--- src/rtl/encoder_pkg.sv ---
// Shared widths, FSM state encoding and mask helper for the 8-way priority encoder.
package encoder_pkg;

  localparam int ENC_W  = 8;
  localparam int CODE_W = 3;

  typedef enum logic {
    IDLE  = 1'b0,
    OFFER = 1'b1
  } state_t;

  // Expand a binary request index into the matching single-bit mask.
  function automatic logic [ENC_W-1:0] onehot3(input logic [CODE_W-1:0] code);
    onehot3 = {{(ENC_W-1){1'b0}}, 1'b1} << code;
  endfunction

endpackage

--- src/rtl/pick_first8.sv ---
// Combinational search: first set bit of vec, scanning upward from start and wrapping 7 -> 0.
module pick_first8
  import encoder_pkg::*;
(
  input  logic [ENC_W-1:0]  vec,
  input  logic [CODE_W-1:0] start,
  output logic [CODE_W-1:0] idx,
  output logic              any
);

  logic [CODE_W-1:0] cand;

  // Walk the eight positions from start, keeping the first hit; the 3-bit add wraps naturally.
  always_comb begin
    idx  = '0;
    any  = 1'b0;
    cand = '0;
    for (int i = 0; i < ENC_W; i++) begin
      cand = start + i[CODE_W-1:0];
      if (!any && vec[cand]) begin
        idx = cand;
        any = 1'b1;
      end
    end
  end

endmodule

--- src/rtl/priority_encoder8.sv ---
// Sticky 8-line request collector that offers one binary index at a time over VALID/READY.
// ROTATE=0 picks the lowest pending index; ROTATE=1 searches round-robin after the last grant.
module priority_encoder8
  import encoder_pkg::*;
#(
  parameter bit ROTATE = 1'b0
) (
  input  logic              clk,
  input  logic              rst_n,
  input  logic [ENC_W-1:0]  req,
  input  logic              clr,
  input  logic              ready,
  output logic              valid,
  output logic [CODE_W-1:0] code,
  output logic [ENC_W-1:0]  pending,
  output logic              overrun
);

  state_t            state;
  logic [CODE_W-1:0] last_ptr;
  logic [CODE_W-1:0] start;
  logic [CODE_W-1:0] sel_idx;
  logic              sel_any;
  logic              accept;
  logic [ENC_W-1:0]  ack_mask;

  // A clear in the same cycle as READY cancels the acknowledge entirely.
  assign accept   = (state == OFFER) && ready && !clr;
  assign ack_mask = accept ? onehot3(code) : '0;
  assign start    = ROTATE ? (last_ptr + 3'd1) : '0;

  pick_first8 u_pick (
    .vec   (pending),
    .start (start),
    .idx   (sel_idx),
    .any   (sel_any)
  );

  // Pending set and overrun flag: new requests beat the acknowledge of the same bit.
  always_ff @(posedge clk or negedge rst_n) begin
    if (!rst_n) begin
      pending <= '0;
      overrun <= 1'b0;
    end else if (clr) begin
      pending <= '0;
      overrun <= 1'b0;
    end else begin
      pending <= (pending & ~ack_mask) | req;
      overrun <= |(req & pending & ~ack_mask);
    end
  end

  // Offer FSM: select from the registered pending set, hold the offer until accepted or cleared.
  always_ff @(posedge clk or negedge rst_n) begin
    if (!rst_n) begin
      state    <= IDLE;
      valid    <= 1'b0;
      code     <= '0;
      last_ptr <= 3'd7;
    end else begin
      case (state)
        IDLE: begin
          if (!clr && sel_any) begin
            code  <= sel_idx;
            valid <= 1'b1;
            state <= OFFER;
          end
        end
        OFFER: begin
          if (clr) begin
            valid <= 1'b0;
            state <= IDLE;
          end else if (ready) begin
            valid    <= 1'b0;
            last_ptr <= code;
            state    <= IDLE;
          end
        end
        default: begin
          valid <= 1'b0;
          state <= IDLE;
        end
      endcase
    end
  end

endmodule

--- config.mk ---
export PLATFORM = sky130hd
export DESIGN_NAME = priority_encoder8
export DESIGN_NICKNAME = d
export VERILOG_FILES = /design/src/rtl/encoder_pkg.sv /design/src/rtl/pick_first8.sv /design/src/rtl/priority_encoder8.sv
export SDC_FILE = /design/constraint.sdc
export NUM_CORES = 1
export LEC_CHECK = 0
export ABC_AREA = 0
export ABC_CLOCK_PERIOD_IN_PS = 1900
export CORE_ASPECT_RATIO = 1.75
export CORE_MARGIN = 2
export CORE_UTILIZATION = 29
export CTS_CLUSTER_DIAMETER = 80
export DETAILED_ROUTE_END_ITERATION = 8
export SYNTH_ARGS = -nofsm -noshare
export SYNTH_HDL_FRONTEND = slang
export SYNTH_SLANG_ARGS = --single-unit
--- constraint.sdc ---
create_clock -name clk -period 1.9 [get_ports clk]
set_clock_uncertainty 0.2 [all_clocks]
set_input_delay 0.285 -clock clk [delete_from_list [all_inputs] [get_ports clk]]
set_output_delay 0.285 -clock clk [all_outputs]
set_load 0.02 [all_outputs]
* Yosys cells after proc, flatten, opt, wreduce, memory -nomap -nowiden
Index checks and enable logic that the tools add are counted.
** Word-level totals
- Word-level logic and storage cells :: 61
- Output and inout port bits :: 13
- Flip-flop bits (word level) :: 14
- Input port bits :: 12
** Cells by class
- Bitwise logic cells :: 6
- Equal/unequal tests :: 2
- Shifts and indexed selects :: 1
- Muxes and demuxes :: 26
- Reduce and logical (&&, ||, !) cells :: 21
** Operators with widths (number)
- 8-bit bitwise AND :: 3
- 1-bit 2-to-1 mux :: 16
- 8-bit 2-to-1 mux :: 2
- 3-bit 2-to-1 mux :: 4
- 1-bit logical AND :: 10
- 1-bit zero test :: 8
- 8-bit inverter :: 1
- 8-bit bitwise OR :: 1
- 8-bit OR reduction :: 1
- 1-bit by 3-bit left shift with 8-bit output, first input constant :: 1
- 2-bit 2-to-1 mux :: 2
- 1-bit case mux with 2 select lines :: 2
- 2-bit AND reduction :: 2
- 3-bit != test, second input constant :: 1
- 2-bit != test, second input constant :: 1
- 1-bit inverter :: 1

* Longest topological paths before layout
Gate-level depths: netlist of the first run.
- Depth in word-level cells :: 25
- Mapped depth :: 5
- Mapped depth without buffers :: 4

* By module
From an unflattened synthesis of the first run, not the netlist that was laid out.
** Unflattened totals
- Cell total of the unflattened synthesis :: 194
- Area, all modules :: 1769.2 um^2
** Modules (own cells, without submodules)
- pick_first8 :: cells an instance 121, seq. area each 0.0 um^2, times used 1, area an instance 1081.0 um^2
- priority_encoder8 :: cells an instance 73, seq. area each 350.3 um^2, times used 1, area an instance 688.2 um^2

* Worst setup path after synthesis of the first run
Ideal clock, no wire load.
- Path type :: register -> register
- From :: register pending[3]
- To :: register code[2]
- Slack :: 0.305 ns
- Required time :: 1.574 ns
- Library setup time :: 0.126 ns
- Stages on the path, launching flop included :: 4
- Data arrival time :: 1.269 ns
- Path buffers :: 0
- Clock period less this slack :: 1.595 ns
- Path through :: dfrtp_1 -> nor4_1 -> a311oi_1 -> o32a_1
** Between the ends
- Longest elaborated chain between the ends :: 16
- Elaborated cells on any way between the ends :: 20
- Those cells by class :: 9 x mux; 11 x reduce/logical
** RTL lines
- start, declared :: line priority_encoder8.sv:15 : output logic [ENC_W-1:0] pending,
- start signal, assigned :: line priority_encoder8.sv:48 : pending <= (pending & ~ack_mask) | req;
- 1-bit logical AND (*) :: line pick_first8.sv:20 : if (!any && vec[cand]) begin
- 1-bit 2-to-1 mux (*) :: line pick_first8.sv:20
- 1-bit zero test :: line pick_first8.sv:20
- 1-bit logical AND :: line pick_first8.sv:20
- 1-bit 2-to-1 mux :: line pick_first8.sv:20
- 1-bit zero test :: line pick_first8.sv:20
- 1-bit logical AND :: line pick_first8.sv:20
- 1-bit 2-to-1 mux :: line pick_first8.sv:20
- 1-bit zero test :: line pick_first8.sv:20
- 1-bit logical AND :: line pick_first8.sv:20
- 1-bit 2-to-1 mux :: line pick_first8.sv:20
- 1-bit zero test :: line pick_first8.sv:20
- 1-bit logical AND :: line pick_first8.sv:20
- 1-bit 2-to-1 mux :: line pick_first8.sv:20
- 1-bit logical AND :: line priority_encoder8.sv:63 : if (!clr && sel_any) begin
- 2-bit AND reduction (no line)
- end signal, assigned :: line priority_encoder8.sv:64 : code <= sel_idx;
- end, declared :: line priority_encoder8.sv:14 : output logic [CODE_W-1:0] code,
Every way passes the cells marked *; elsewhere a longest branch is shown, timed or not.
A chain may end at the register's enable or synchronous reset.

* Final worst setup path of the first run
- From :: register pending[3]
- To :: output pending[3]
No word-level cell between the ends.

==> summary.md, run 1 <==
| Metric | Value |
|---|---|
| Crit-path slowest cell | clkdlybuf4s50_1 |
| CTS HTree Levels | 1 |
| Post-CTS setup buffers | 0 |
| Mapped Cells | 88 |
| Status | complete, no violations |
| Bufs and invs on worst path | 2 |
| Drt first-iter violations | 18 |
| # diodes | 0 |
| Die area | between 0.002 and 0.003 mm² |
| I/O pin cnt | 25 |
| Most frequent cells in the layout | 24 x clkdlybuf4s50_1, 16 x nor2_1, 15 x nand2_1, 14 x a21oi_1 |
| Endpoints failing hold | 0 |
| Max Cap Viol | 0 |
| Final Cycle Share | 0.963 |
| Delay-heaviest family, CP | buffers and inverters |
| # DRC | 0 |
| RSZ-0062 raised after global routing | no |
| Std-Cell Rows | 24 |
| Gpl congestion | around 0.8 |
| Synth Register Bits | 14 |
| Startpoint Class | flip-flop |
| Core footprint | 0.00246 mm² |
| Vias/cell | 5.29 |
| Register area share after synthesis | 0.473 |
| Power Density | around 800 mW/mm² |
| Post-route ant nets | 0 |
| Final wirelength | between 2000 and 2500 µm |
| Worst path arrival time | 1.35 ns |
| Commonest non-fill, non-tap cell in the layout | clkdlybuf4s50_1 |
| Worst-Skew Late Latency | ~0.24 ns |
| Hold-fix buffers, CTS | 0 |
| Area Growth Syn to Fin | 51.7% |
| Yosys cell types | 24 |
| Largest net degree at the start of global routing | 15 |
| Vias in the first global route | between 700 and 800 |
| Root buffer cell | clkbuf_8 |
| DP Wirelength | 1700 µm |
| Min Tclk post-route | ~1.8 ns |
| Vias post-DR | 793 |
| Max incr delay on CP | about 0.6 ns |
| Worst min-delay path class | input port to asynchronous set/reset pin |
| Chip width | 42.2 µm |
| Per-cell routed wire length | about 14 µm |
| Crit path kind | flip-flop to output pin |
| Nets | approximately 140 |
| CTS tree | done |
| Initial cell density of the core | 0.301 |
| Clk slew on worst S/H paths | about 0.060 ns |
| CP max FO | 5 |
| Crit path required time | roughly 1.4 ns |
| Syn Nets | 100 |
| Critical Path Sink Type | output pin |
| Finished Core Util | 0.456 |
| Number of port buffers | 24 |
| Cells along the critical path | buf_4 > clkdlybuf4s50_1 |
| Die Y | ~71 µm |
| Leak pwr | between 0.4 and 0.5 nW |
| Mean area per synthesized cell | around 8.4 µm² |
| Peak VDD IR | ~0.00051 V |
| Max Buffers Root-to-Sink | 2 |
| Worst-Margin Slew | between 0.2 and 0.3 ns |
| Setup TNS | 0 ns |
| Peak Freq | ~550 MHz |
| Clk sinks | 14 |
| Max-slew headroom | 0.803 |
| Initial antenna violation count | 0 |
| Gr ovfl total | 0 |
| Count of pins over their slew limit | 0 |
| Number of detailed-route iterations in the first pass | 5 |
| Synth warn | 0 |
| First-pass GRT wire length | about 3400 µm |
| # setup viols final | 0 |
| GR Util All Layers | 0.154 |
| Cts bufs inserted | 3 |
| CTS resizes | 0 |
| Syn Std Cell Area | around 740 µm² |
| Layout cell share with drive strength beyond 1 | 0.161 |
## layout make-up
| type | instances | area, µm² |
|---|---|---|
| multi-input cells | 68 | 353 |
| fillers | 271 | 1340 |
| well taps | 26 | 32.5 |
| clock buffers | 3 | 41.3 |
| inverters | 2 | 7.51 |
| flip-flops and latches | 14 | 352 |
| repair buffers | 37 | 338 |
## registers in the layout, summed over array words and instances (netlist names)
signal,cells
valid,1
state,1
code,3
overrun,1
pending,8
## metal layers
layer	GRT usage	part of all wire	up-vias
li1	-	-	380
met1	0.172	0.39	372
met3	0.0255	0.042	11
met2	0.265	0.53	30
met5	0	0	-
met4	0.0938	0.043	0
## synthesized netlist by cell type, drive strengths merged
cell type | n | area, µm²
nand3 | 4 | 20.0
o32a | 1 | 10.0
buf | 3 | 26.3
and3b | 2 | 18.8
dfrtp | 14 | 350
nand2 | 15 | 56.3
a31oi | 2 | 12.5
and3 | 1 | 6.26
clkbuf | 1 | 3.75
nor3 | 2 | 10.0
o31ai | 1 | 7.51
nor2 | 16 | 60.1
nor3b | 1 | 18.8
nor4 | 2 | 12.5
a41oi | 1 | 8.76
nand2b | 1 | 6.26
a21oi | 15 | 78.8
o21ai | 2 | 10.0
o21bai | 1 | 7.51
inv | 2 | 7.51
a311oi | 1 | 8.76
## worst reg2reg max path, stage by stage, from the launching register on
cell	delay, ns
dfrtp_1	0.44
and3_1	0.32
a21oi_1	0.10
nor4_1	0.32
a41oi_1	0.15
## power breakdown
group / internal (mW) / total (mW) / switching [mW]
Clock: 0.140 / 0.240 / 0.0994
Combinational: 0.147 / 0.281 / 0.135
Sequential: 0.335 / 0.382 / 0.0465
Total: 0.622 / 0.903 / 0.281
## final timing paths
| kind | start | endpoint | slack, ns | cells past startpoint |
|---|---|---|---|---|
| worst min register to register | valid | valid | 0.29 | 2 |
| worst min-delay path | rst_n | overrun | 0.15 | 2 |
| min in group clk | valid | valid | 0.29 | 2 |
| worst max register to register | state | overrun | 0.25 | 4 |
| worst max-delay path | pending[3] | pending[3] | 0.07 | 2 |
| max in group asynchronous | rst_n | code[0] | 1.16 | 2 |
## through the flow
stage	setup slack, ns	hold slack [ns]	cell area [µm²]	power, mW	cells
2_1_floorplan	0.305	-0.211	741	0.514	88
6_report	0.0700	0.153	1120	0.903	150
5_1_grt	0.0182	0.165	1120	0.955	150
3_5_place_dp	-0.0713	0.284	1080	0.668	147
4_1_cts	0.0249	0.165	1120	0.907	150
3_3_place_gp	-0.0341	0.265	1080	0.664	147
## kinds of logic (layout without fill, tap and decap cells)
kind of cell / count (synthesis) / in the layout / share of synthesized area
flops: 14 / 14 / 0.473
buf+inv: 6 / 42 / 0.0507
simple gates: 44 / 44 / 0.282
compound gates: 24 / 24 / 0.194
(Power assumes the default switching activity.)
==> run 2: changes to the inputs <==
--- a/config.mk
+++ b/config.mk
@@ -10,7 +10,6 @@
 export CORE_ASPECT_RATIO = 1.75
 export CORE_MARGIN = 2
 export CORE_UTILIZATION = 29
-export CTS_CLUSTER_DIAMETER = 80
 export DETAILED_ROUTE_END_ITERATION = 8
 export SYNTH_ARGS = -nofsm -noshare
 export SYNTH_HDL_FRONTEND = slang
==> results of run 2 <==
Final layout, timing and power as in run 1 (identical DEF).
==> run 3: changes to the inputs <==
--- a/config.mk
+++ b/config.mk
@@ -8,9 +8,10 @@
 export ABC_AREA = 0
 export ABC_CLOCK_PERIOD_IN_PS = 1900
 export CORE_ASPECT_RATIO = 1.75
-export CORE_MARGIN = 2
+export CORE_MARGIN = 3
 export CORE_UTILIZATION = 29
 export DETAILED_ROUTE_END_ITERATION = 8
+export PLACE_DENSITY_LB_ADDON = 0.3
 export SYNTH_ARGS = -nofsm -noshare
 export SYNTH_HDL_FRONTEND = slang
 export SYNTH_SLANG_ARGS = --single-unit
==> summary.md, run 3 (same netlist as run 1, synthesis figures left out) <==
| Metric | Value |
|---|---|
| Drt first-iter violations | 20 (+2) |
| Vias post-DR | 774 (-2.4%) |
| Max Cap Viol | 0 (unchanged) |
| CTS tree | done |
| Per-cell routed wire length | 13.9 µm (-0.24%) |
| I/O pin cnt | 25 (unchanged) |
| Number of port buffers | 24 (unchanged) |
| Core footprint | 0.00236 mm² (-4.2%) |
| Worst path arrival time | 1.33 ns (-0.02 ns) |
| Status | complete, no violations |
| Startpoint Class | flip-flop |
| Post-Layout Cell Count | 150 (unchanged) |
| Gpl congestion | 0.796 (-1.3%) |
| Cts bufs inserted | 3 (unchanged) |
| Peak Freq | 550 MHz (+0.73%) |
| Reg-to-reg critical path endpoint | overrun |
| Reg2Reg Depth | 4 (unchanged) |
| Root buffer cell | clkbuf_8 |
| Max incr delay on CP | 0.64 ns (+0.04 ns) |
| Chip width | 44.2 µm (+4.7%) |
| Peak VDD IR | 0.000465 V (-8.2%) |
| Gr ovfl total | 0 (unchanged) |
| Layout cell share with drive strength beyond 1 | 0.160 (-0.00129) |
| Placed Cells incl. Taps | 146 (-0.68%) |
| Power Density | 841 mW/mm² (+4.7%) |
| Initial antenna violation count | 0 (unchanged) |
| Worst-Skew Late Latency | 0.25 ns (about the same) |
| Cells along the critical path | clkdlybuf4s50_1 |
| Bufs and invs on worst path | 1 (-1) |
| Max reg flops | 8 (unchanged) |
| Critical Path Sink Type | output pin |
| Leak pwr | 0.494 nW (+1.8%) |
| CP max FO | 6 (+1) |
| Nets | 138 (unchanged) |
| FF-to-FF Start | code[0] |
| Max Buffers Root-to-Sink | 2 (unchanged) |
| Worst min-delay path class | input port to asynchronous set/reset pin |
| CTS resizes | 1 (+1) |
| Crit path kind | flip-flop to output pin |
| Vias/cell | 5.16 (-2.4%) |
| Reg with most FFs | pending |
| First-pass GRT wire length | 3520 µm (+3.7%) |
| CTS HTree Levels | 1 (unchanged) |
| Max-slew headroom | 0.766 (-0.0374) |
| Commonest non-fill, non-tap cell in the layout | clkdlybuf4s50_1 |
| Hold-fix buffers, CTS | 0 (unchanged) |
| Endpoints failing hold | 0 (unchanged) |
| Clk slew on worst S/H paths | 0.06 ns (about the same) |
| Top flop regs | pending: 8 flops, code: 3 flops |
| # DRC | 0 (unchanged) |
| # setup viols final | 0 (unchanged) |
| Final Cycle Share | 0.956 (-0.00699) |
| Final wirelength | 2090 µm (-0.24%) |
| Post-route ant nets | 0 (unchanged) |
| Die area | 0.00322 mm² (+7.7%) |
| R2r setup slk | 0.29 ns (+0.04 ns) |
| RSZ-0062 raised after global routing | no |
| Most frequent cells in the layout | 23 x clkdlybuf4s50_1, 16 x nor2_1, 15 x nand2_1, 14 x a21oi_1, 14 x dfrtp_1 |
| Hold Worst Slack | 0.137 ns (-0.0163 ns) |
| Die Y | 72.9 µm (+2.8%) |
| Crit-path slowest cell | clkdlybuf4s50_1 |
| GR Util All Layers | 0.153 (-0.000648) |
| Number of detailed-route iterations in the first pass | 4 (-1) |
| Largest net degree at the start of global routing | 15 (unchanged) |
| Area Growth Syn to Fin | 53.0% |
| Min Tclk post-route | 1.82 ns (-0.0133 ns) |
| Std-Cell Rows | 23 (-4.2%) |
| Post-CTS setup buffers | 0 (unchanged) |
| DP Wirelength | 1630 µm (-3.9%) |
| Crit path required time | 1.41 ns (about the same) |
| Delay-heaviest family, CP | buffers and inverters |
| Clk sinks | 14 (unchanged) |
| # diodes | 0 (unchanged) |
| Initial cell density of the core | 0.314 (+0.0131) |
| Vias in the first global route | 775 (+1.3%) |
| Worst-Margin Slew | 0.349 ns (+0.0561 ns) |
| Count of pins over their slew limit | 0 (unchanged) |
## run 3: cell count changes in the layout (fill, tap and decap cells not counted)
cell,delta
clkbuf_8,+1
dlygate4sd2_1,+1
clkdlybuf4s50_1,-1
dfrtp_1,+1
dfrtp_2,-1
## run 3: worst max path at each step
stage	from	endpoint	slack, ns	cells past startpoint
6_report	pending[5]	pending[5]	0.08	1
5_1_grt	code[2]	code[2]	0.03	1
4_1_cts	pending[3]	pending[3]	0.07	2
3_5_place_dp	clr	overrun	-0.09	5
3_3_place_gp	clr	overrun	-0.07	5
2_1_floorplan	pending[3]	code[2]	0.31	3
## run 3: metrics by stage
| step | TNS (ns) | setup slack, ns | instance area, µm² | total power, mW | utilization |
|---|---|---|---|---|---|
| floorplan | 0 | 0.305 | 741 | 0.514 | - |
| global placement | -0.0662 | -0.0662 | 1080 | 0.660 | 0.458 |
| detailed placement | -0.0933 | -0.0933 | 1080 | 0.663 | 0.458 |
| CTS | 0 | 0.0704 | 1130 | 0.964 | 0.480 |
| global route | 0 | 0.0294 | 1130 | 1.01 | 0.480 |
| finish | 0 | 0.0832 | 1130 | 0.953 | 0.480 |
## run 3: routing by layer
metal  routed length [µm]  GRT usage  vias up
li1                     -          -      382
met1                  772      0.154      362
met2                 1100      0.252       21
met3                  127     0.0543        9
met4                   91      0.111        0
met5                    0          0        -
## run 3: power by group
group,internal (mW),switching (mW),leakage (nW),total (mW)
Combinational,0.140,0.132,0.295,0.272
Clock,0.184,0.115,0.0288,0.299
Sequential,0.334,0.0474,0.170,0.381
Total,0.658,0.295,0.494,0.953
## run 3: layout make-up
type,instances,area (µm²)
Fill cell,224,1230
Inverter,2,7.51
Sequential cell,14,350
Clock buffer,4,55.1
Tap cell,25,31.3
Timing Repair Buffer,37,337
Multi-Input combinational cell,68,353
